### src/rtl/clint_pkg.sv
// Shared register-map constants and helpers for the second-generation CLINT.
package clint_pkg;

    localparam logic [15:0] CLINT_MSIP_BASE     = 16'h0000;
    localparam logic [15:0] CLINT_MTIMECMP_BASE = 16'h4000;
    localparam logic [15:0] CLINT_MTIME_LO      = 16'hBFF8;
    localparam logic [15:0] CLINT_MTIME_HI      = 16'hBFFC;

    localparam logic [63:0] CLINT_MTIMECMP_RST  = 64'hFFFF_FFFF_FFFF_FFFF;

    // Byte lanes with a clear strobe keep their old contents.
    function automatic logic [31:0] strb_merge(
        input logic [31:0] old_val,
        input logic [31:0] new_val,
        input logic [3:0]  strb
    );
        logic [31:0] merged;
        for (int b = 0; b < 4; b++) begin
            merged[8*b +: 8] = strb[b] ? new_val[8*b +: 8] : old_val[8*b +: 8];
        end
        return merged;
    endfunction

endpackage

### src/rtl/clint_tickgen.sv
// mtime timebase: free-running prescaler or a pass-through external tick.
module clint_tickgen #(
    parameter int TICK_DIV     = 1,
    parameter int TIMEBASE_EXT = 0
) (
    input  logic CLK,
    input  logic RST_X,
    input  logic tick_ext,
    output logic tick
);

    generate
        if (TIMEBASE_EXT != 0) begin : g_ext
            logic unused_clk_rst;
            assign unused_clk_rst = CLK ^ RST_X;
            assign tick           = tick_ext;
        end else begin : g_int
            localparam logic [15:0] LAST = 16'(TICK_DIV - 1);
            logic [15:0] count;
            logic        unused_ext;

            assign unused_ext = tick_ext;
            assign tick       = (count == LAST);

            always_ff @(posedge CLK) begin
                if (!RST_X)    count <= '0;
                else if (tick) count <= '0;
                else           count <= count + 16'd1;
            end
        end
    endgenerate

endmodule

### src/rtl/clint_gen2.sv
// Core-local interruptor: per-hart msip/mtimecmp, shared 64-bit mtime with a
// low-read shadow for tear-free high reads, registered interrupt outputs.
module clint_gen2
    import clint_pkg::*;
#(
    parameter int N_HARTS      = 1,
    parameter int TICK_DIV     = 1,
    parameter int TIMEBASE_EXT = 0
) (
    input  logic               CLK,
    input  logic               RST_X,
    input  logic               w_req,
    input  logic               w_we,
    input  logic [15:0]        w_offset,
    input  logic [31:0]        w_wdata,
    input  logic [3:0]         w_wstrb,
    input  logic               w_tick_ext,
    output logic               w_rvalid,
    output logic [31:0]        w_rdata,
    output logic [N_HARTS-1:0] w_mtip,
    output logic [N_HARTS-1:0] w_msip
);

    logic [63:0]        mtime;
    logic [63:0]        mtimecmp [N_HARTS];
    logic [N_HARTS-1:0] msip;
    logic [31:0]        shadow;
    logic               tick;

    logic               wr_en;
    logic               rd_en;
    logic               mtime_lo_sel;
    logic               mtime_hi_sel;
    logic [N_HARTS-1:0] msip_sel;
    logic [N_HARTS-1:0] cmp_lo_sel;
    logic [N_HARTS-1:0] cmp_hi_sel;
    logic [31:0]        rd_data;

    clint_tickgen #(
        .TICK_DIV     (TICK_DIV),
        .TIMEBASE_EXT (TIMEBASE_EXT)
    ) u_tickgen (
        .CLK      (CLK),
        .RST_X    (RST_X),
        .tick_ext (w_tick_ext),
        .tick     (tick)
    );

    assign wr_en        = w_req & w_we;
    assign rd_en        = w_req & ~w_we;
    assign mtime_lo_sel = (w_offset == CLINT_MTIME_LO);
    assign mtime_hi_sel = (w_offset == CLINT_MTIME_HI);

    // Exact-match decode: misaligned offsets and absent harts select nothing and read 0.
    always_comb begin
        // NOTE: every output gets a default first so no path leaves it unassigned (no latch).
        msip_sel   = '0;
        cmp_lo_sel = '0;
        cmp_hi_sel = '0;
        rd_data    = '0;
        for (int i = 0; i < N_HARTS; i++) begin
            msip_sel[i]   = (w_offset == CLINT_MSIP_BASE + 16'(4 * i));
            cmp_lo_sel[i] = (w_offset == CLINT_MTIMECMP_BASE + 16'(8 * i));
            cmp_hi_sel[i] = (w_offset == CLINT_MTIMECMP_BASE + 16'(8 * i + 4));
            if (msip_sel[i])   rd_data = {31'd0, msip[i]};
            if (cmp_lo_sel[i]) rd_data = mtimecmp[i][31:0];
            if (cmp_hi_sel[i]) rd_data = mtimecmp[i][63:32];
        end
        if (mtime_lo_sel) rd_data = mtime[31:0];
        if (mtime_hi_sel) rd_data = shadow;
    end

    // NOTE: all state below uses <= so every register samples pre-edge values of the others.
    always_ff @(posedge CLK) begin
        if (!RST_X) begin
            mtime    <= '0;
            msip     <= '0;
            shadow   <= '0;
            w_rvalid <= 1'b0;
            w_rdata  <= '0;
            w_mtip   <= '0;
            w_msip   <= '0;
            // NOTE: mtimecmp is a few flops, not a RAM, so it is reset like any register.
            for (int i = 0; i < N_HARTS; i++) mtimecmp[i] <= CLINT_MTIMECMP_RST;
        end else begin
            w_rvalid <= rd_en;
            if (rd_en) w_rdata <= rd_data;
            if (rd_en && mtime_lo_sel) shadow <= mtime[63:32];

            // A bus write to either half wins over the tick for that cycle.
            if (wr_en && mtime_lo_sel)
                mtime <= {mtime[63:32], strb_merge(mtime[31:0], w_wdata, w_wstrb)};
            else if (wr_en && mtime_hi_sel)
                mtime <= {strb_merge(mtime[63:32], w_wdata, w_wstrb), mtime[31:0]};
            else if (tick)
                mtime <= mtime + 64'd1;

            for (int i = 0; i < N_HARTS; i++) begin
                if (wr_en && msip_sel[i] && w_wstrb[0]) msip[i] <= w_wdata[0];
                if (wr_en && cmp_lo_sel[i])
                    mtimecmp[i][31:0]  <= strb_merge(mtimecmp[i][31:0], w_wdata, w_wstrb);
                if (wr_en && cmp_hi_sel[i])
                    mtimecmp[i][63:32] <= strb_merge(mtimecmp[i][63:32], w_wdata, w_wstrb);
                w_mtip[i] <= (mtime >= mtimecmp[i]);
            end
            w_msip <= msip;
        end
    end

endmodule

### config.mk
export PLATFORM = sky130hd
export DESIGN_NAME = clint_gen2
export DESIGN_NICKNAME = d
export VERILOG_FILES = /design/src/rtl/clint_pkg.sv /design/src/rtl/clint_tickgen.sv /design/src/rtl/clint_gen2.sv
export SDC_FILE = /design/constraint.sdc
export NUM_CORES = 1
export LEC_CHECK = 0
export ABC_CLOCK_PERIOD_IN_PS = 2800
export BUFFER_PORTS_ARGS = -buffer_cell sky130_fd_sc_hd__buf_2
export CAP_MARGIN = 30
export CORE_AREA = 2 2 153 155
export DETAILED_ROUTE_END_ITERATION = 6
export DIE_AREA = 0 0 155 157
export PLACE_DENSITY = 0.82
export RECOVER_POWER = 50
export SLEW_MARGIN = 40
export SYNTH_ARGS = -nofsm -noshare
export SYNTH_HDL_FRONTEND = slang
export SYNTH_SLANG_ARGS = --single-unit
### constraint.sdc
create_clock -name CLK -period 2.8 [get_ports CLK]
set_input_delay 0.14 -clock CLK [delete_from_list [all_inputs] [get_ports CLK]]
set_output_delay 0.14 -clock CLK [all_outputs]
set_load 0.03 [all_outputs]
Word-level counts from Yosys, hierarchy flattened
Memories as Yosys holds them, arrays and structs flattened.
Cells that the tools add are included.
{"block": "totals", "reg_bits": 148, "mem_bits_rw": 64, "inputBits": 57, "output_inout_bits": 35, "memories": 1}
{"name": "mtimecmp", "depth": 1, "width": 64, "rd": 1, "rd_ports_with_merged_regs": 0, "write_ports": 1, "line": "clint_gen2.sv:25", "text": "logic [63:0] mtimecmp [N_HARTS];"}
{"block": "op_classes", "add_sub_neg": 2, "order_cmp": 1, "eq_ne": 13, "muxes": 31, "bitwise_logic": 5, "n_reduce_logical": 22}
{"op": "two-way mux 64 bit", "count": 4}
{"op": "two-way mux 32 bit", "count": 5}
{"op": "OR reduction 64 bit", "count": 2}
{"op": "two-way mux 8 bit", "count": 12}
{"op": "adder 64 x 1 -> 64 bit (second input constant)", "count": 1}
{"op": ">= comparator 64 bit", "count": 1}
{"op": "== test 16 x 15 -> 1 bit (second input constant)", "count": 2}
{"op": "== test 16 bit (second input constant)", "count": 2}
{"op": "zero test 16 bit", "count": 2}
{"op": "AND reduction 3 bit", "count": 8}
{"op": "inequality test 2 bit (second input constant)", "count": 9}
{"op": "adder 16 x 1 -> 16 bit (second input constant)", "count": 1}
{"op": "two-way mux 1 bit", "count": 8}
{"op": "logical AND 1 bit", "count": 7}
{"op": "two-way mux 2 bit", "count": 2}
{"op": "nonzero test 2 bit", "count": 2}
{"op": "inverter 1 bit", "count": 3}
{"op": "AND 1 bit", "count": 2}
{"op": "OR reduction 2 bit", "count": 1}

Logic depth before layout (Yosys ltp)
{"block": "logic_depth", "ltp_word": 8, "ltp_mapped": 9}

By module
From an unflattened synthesis, not the netlist that was laid out.
{"block": "hier_totals", "hier_cells": 1500, "area_unflattened_um2": 12300.5}
{"module": "clint_gen2", "instances": 1, "cells_each": 1416, "area_each_um2": 11502.3, "seq_area_each_um2": 4564.4}
{"module": "clint_tickgen", "instances": 1, "cells_each": 84, "area_each_um2": 798.3, "seq_area_each_um2": 320.3}

Worst setup path after synthesis
No wires, ideal clock.
{"block": "synth_timing", "path_type": "register to register", "from": "register mtime[6]", "to": "register mtime[42]", "arrival_time_ns": 2.745, "required_ns": 2.726, "slack_ns": -0.019, "path_stages_with_launch": 10, "synth_period_minus_slack_ns": 2.819, "cell_sequence": "dfxtp_1 > buf_4 > nand4_2 > or3_1 > buf_2 > or4_4 > buf_6 > or4_4 > or4_1 > a31oi_1"}
{"block": "synth_between", "elab_chain_cells": 3}
{"element": "start: declaration", "line": "clint_gen2.sv:24", "text": "logic [63:0] mtime;"}
{"element": "start signal: assignment", "line": "clint_gen2.sv:92", "text": "mtime <= {mtime[63:32], strb_merge(mtime[31:0], w_wdata, w_wstrb)};"}
{"element": "start signal: assignment", "line": "clint_gen2.sv:94", "text": "mtime <= {strb_merge(mtime[63:32], w_wdata, w_wstrb), mtime[31:0]};"}
{"element": "start signal: assignment", "line": "clint_gen2.sv:96", "text": "mtime <= mtime + 64'd1;"}
{"element": "adder 64 x 1 -> 64 bit", "line": "clint_gen2.sv:96"}
{"element": "two-way mux 64 bit", "line": "clint_gen2.sv:95", "text": "else if (tick)"}
{"element": "two-way mux 64 bit", "line": "clint_gen2.sv:93", "text": "else if (wr_en && mtime_hi_sel)"}
No other way between the ends. The select of a mux whose other input is x is not followed.
A chain may end at the register's enable or synchronous reset.

Worst setup path after layout
{"block": "layout_timing", "from": "register mtime[1]", "to": "register mtime[42]"}
The elaborated chain is that of the path after synthesis.

==> results_dict.tcl <==
set metrics [dict create \
    status "complete, but fails checks" \
    failed_checks "max-capacitance violations, max-slew violations" \
    skew_ns 0.0157 \
    grt_overflow_total 0 \
    worst-path-max-fanout 2 \
    use_met3_pct 6.64 \
    power_density_mw_per_mm2 467 \
    worstSetupPathType "reg -> reg" \
    cts_setup_buffers 0 \
    yosysTopAreaCell "dfxtp_1" \
    hold_path.class "in -> reg" \
    fin_crit_ns 2.67 \
    dp_cells 1843 \
    syn-num-nets 1601 \
    chipWidth_um 155 \
    antenna_left 0 \
    grt.total_usage_pct 34.5 \
    busiest_layer "met2" \
    ioPinCount 92 \
    numCtsBuffers 23 \
    final_common_cell "nand2_1" \
    vias 12708 \
    area_growth_syn_to_layout_pct 17.2 \
    portBuffers 90 \
    multi_input_area_mm2 0.00680 \
    clkTransAtPathRegs_ns 0.06 \
    worstHoldPathCells 2 \
    synth_flop_cell "dfxtp_1" \
    finalSetupViolCount 0 \
    syn_area_mm2 0.0123 \
    async_flop_share_pct 0 \
    ir_worst_vdd_mv 0.359 \
    relSlewSlack_pct -5.03 \
    regArea_mm2 0.00488 \
    reg2reg_from "mtime[1]$_SDFFE_PN0P_" \
    ys_ff_latch 212 \
    final_cell_mix "nand2_1, dfxtp_1, a21oi_1" \
    antenna_found_initial 0 \
    reg2reg_depth 7 \
    worst_slew_pin_slew_ns 1.58 \
    core_mm2 0.0225 \
    period_share_pct 95.4 \
    setup.worst_path.start_class "flop" \
    power.leakage_nw 5.57 \
    slew_viol_final 33 \
    diodes 0 \
    cts_tree "done" \
    final_nets 1729 \
    wirelength_mm 42.9 \
    rows 55 \
    n_fill_cell 1921 \
    whs_endpoint "mtimecmp[0][11]$_DFFE_PP_" \
    arrival_ns 3.13 \
    cp.required_ns 3.26 \
    path_common_cell "or4_4" \
    worstHoldStart "w_wdata[11]" \
    clk_latency_ns 0.53 \
    place_hpwl_mm 30.5 \
    cpPeakStageDelay_ns 0.58 \
    drv_cap 1 \
    yosys.area.top_type_share_pct 24.0 \
    die-height_um 157 \
    grt_pass1_wl_mm 65.3 \
    synth_cells 1477 \
    cts_buffer_depth 3 \
    route.detailed.drc 0 \
    gr-usage-met2_pct 53.7 \
    initial_core_util_pct 54.8 \
    path_cells "ha_1 -> and4_1 -> nand2_1 -> or4_4 -> or4_4 -> or4_1 -> a31oi_1" \
    dieArea_mm2 0.0243 \
    fmax_mhz 374 \
    cts_sinks 212 \
    wl_per_cell_um 22.5 \
    synth-edff-count 64 \
    tns_ns 0 \
    fin_ws_ns 0.129 \
    drt_first_pass_iters 6 \
    slowest_stage "or4_4" \
    worst-r2r-setup-slack_ns 0.13 \
    first_global_vias 11427 \
    gp_routability_congestion 1.02 \
    seq_area_frac_synth_pct 39.6 \
    post-place-ws_ns 0.153 \
    grt_max_degree 69 \
    hold_viol 0 \
    yosys-top-cells-area "dfxtp_1, edfxtp_1, ha_1, a21o_1, nand2_1" \
    layoutNonFillerInstCount 1907 \
    drt_iter0_drc 1914 \
    via_per_inst 6.66 \
    synth_cell_types 66 \
    yosysWarnings 0 \
    use_met1_pct 48.3 \
    syn_area_per_cell_um2 8.35 \
    drive_gt1_share_pct 12.7 \
    cts_max_level 1 \
    endpoint_kind "flop" \
    reg2reg_to "mtime[42]$_SDFFE_PN0P_" \
    cts_root_buffer "clkbuf_16" \
    rsz0062_at_grt "false" \
]
[logic make-up after synthesis]
group,after synthesis,synth area share (%)
buf+inv,183,5.75
flops,212,39.6
xor+xnor,14,0.995
simple gates,485,19.1
fa+ha+maj,67,6.80
mux,7,0.599
compound gates,509,27.1
[cell type report]
class,count,share of cell area [%]
sequential,212,33.8
tap,285,2.47
inverter,85,2.21
clock inverter,7,0.485
timing repair buffer,201,9.14
clock buffer,35,4.87
multi-input combinational,1082,47.0
[worst max path at each step]
stage / cells after the start / from / end
6_report: 7 / mtime[1]$_SDFFE_PN0P_ / mtime[42]$_SDFFE_PN0P_
5_1_grt: 7 / mtime[0]$_SDFFE_PN0P_ / mtime[42]$_SDFFE_PN0P_
4_1_cts: 6 / mtime[6]$_SDFFE_PN0P_ / mtime[42]$_SDFFE_PN0P_
3_5_place_dp: 6 / mtime[6]$_SDFFE_PN0P_ / mtime[42]$_SDFFE_PN0P_
3_3_place_gp: 6 / mtime[6]$_SDFFE_PN0P_ / mtime[42]$_SDFFE_PN0P_
2_1_floorplan: 9 / mtime[6]$_SDFFE_PN0P_ / mtime[42]$_SDFFE_PN0P_
[what timing repair did]
action / in CTS / in global routing
resized for setup: 0 / 5
hold endpoints to repair: 44 / 0
setup endpoints to repair: 0 / 2
hold buffers: 21 / 0
[state kept, by name (all words and copies together), names as in the netlist]
signal,count
mtime,64
mtimecmp,64
shadow,32
w_rdata,32
u_tickgen.g_int.count,16
msip,1
w_msip,1
w_mtip,1
w_rvalid,1
[power by group]
group	switching [mW]	internal (mW)
combinational	0.234	0.117
clock	1.32	1.83
sequential	0.0379	3.21
[per-stage QoR]
stage          area, µm²  hold slack, ns  utilization [%]  power, mW
2_1_floorplan      12300           0.281                -       3.45
3_3_place_gp       13500           0.429             60.2       3.62
3_5_place_dp       13500           0.434             60.2       3.63
4_1_cts            14500         0.00260             64.6       6.73
5_1_grt            14500          0.0185             64.2       6.89
6_report           14500          0.0230             64.2       6.75
[Yosys cell counts, drive strengths merged, types with 10 or more instances]
| cell | instances |
|---|---|
| nand2 | 199 |
| dfxtp | 148 |
| a21oi | 116 |
| o21ai | 106 |
| a21o | 101 |
| clkbuf | 88 |
| inv | 85 |
| ha | 67 |
| nor2 | 65 |
| edfxtp | 64 |
| nand3 | 46 |
| nand4 | 37 |
| a211oi | 34 |
| nor3 | 33 |
| a31oi | 30 |
| nor4 | 25 |
| a22o | 18 |
| a22oi | 18 |
| and3 | 18 |
| and2 | 12 |
| and4 | 11 |
| o31ai | 11 |
| a32o | 10 |
| buf | 10 |
| o21a | 10 |
| or4 | 10 |
[per-layer routing]
layer	vias to the layer above	routed length [µm]	part of all wire [%]
met4	0	1440	3.4
li1	5716	-	-
met5	-	0	0
met3	124	5670	13
met1	5968	17100	40
met2	900	18700	44
[critical path: cells and delay by family, from the launching register on]
kind / cells / cell delay, ns
simple gates: 5 / 1.92
flops: 1 / 0.35
fa+ha+maj: 1 / 0.18
compound gates: 1 / 0.16
(Power assumes the default switching activity.)
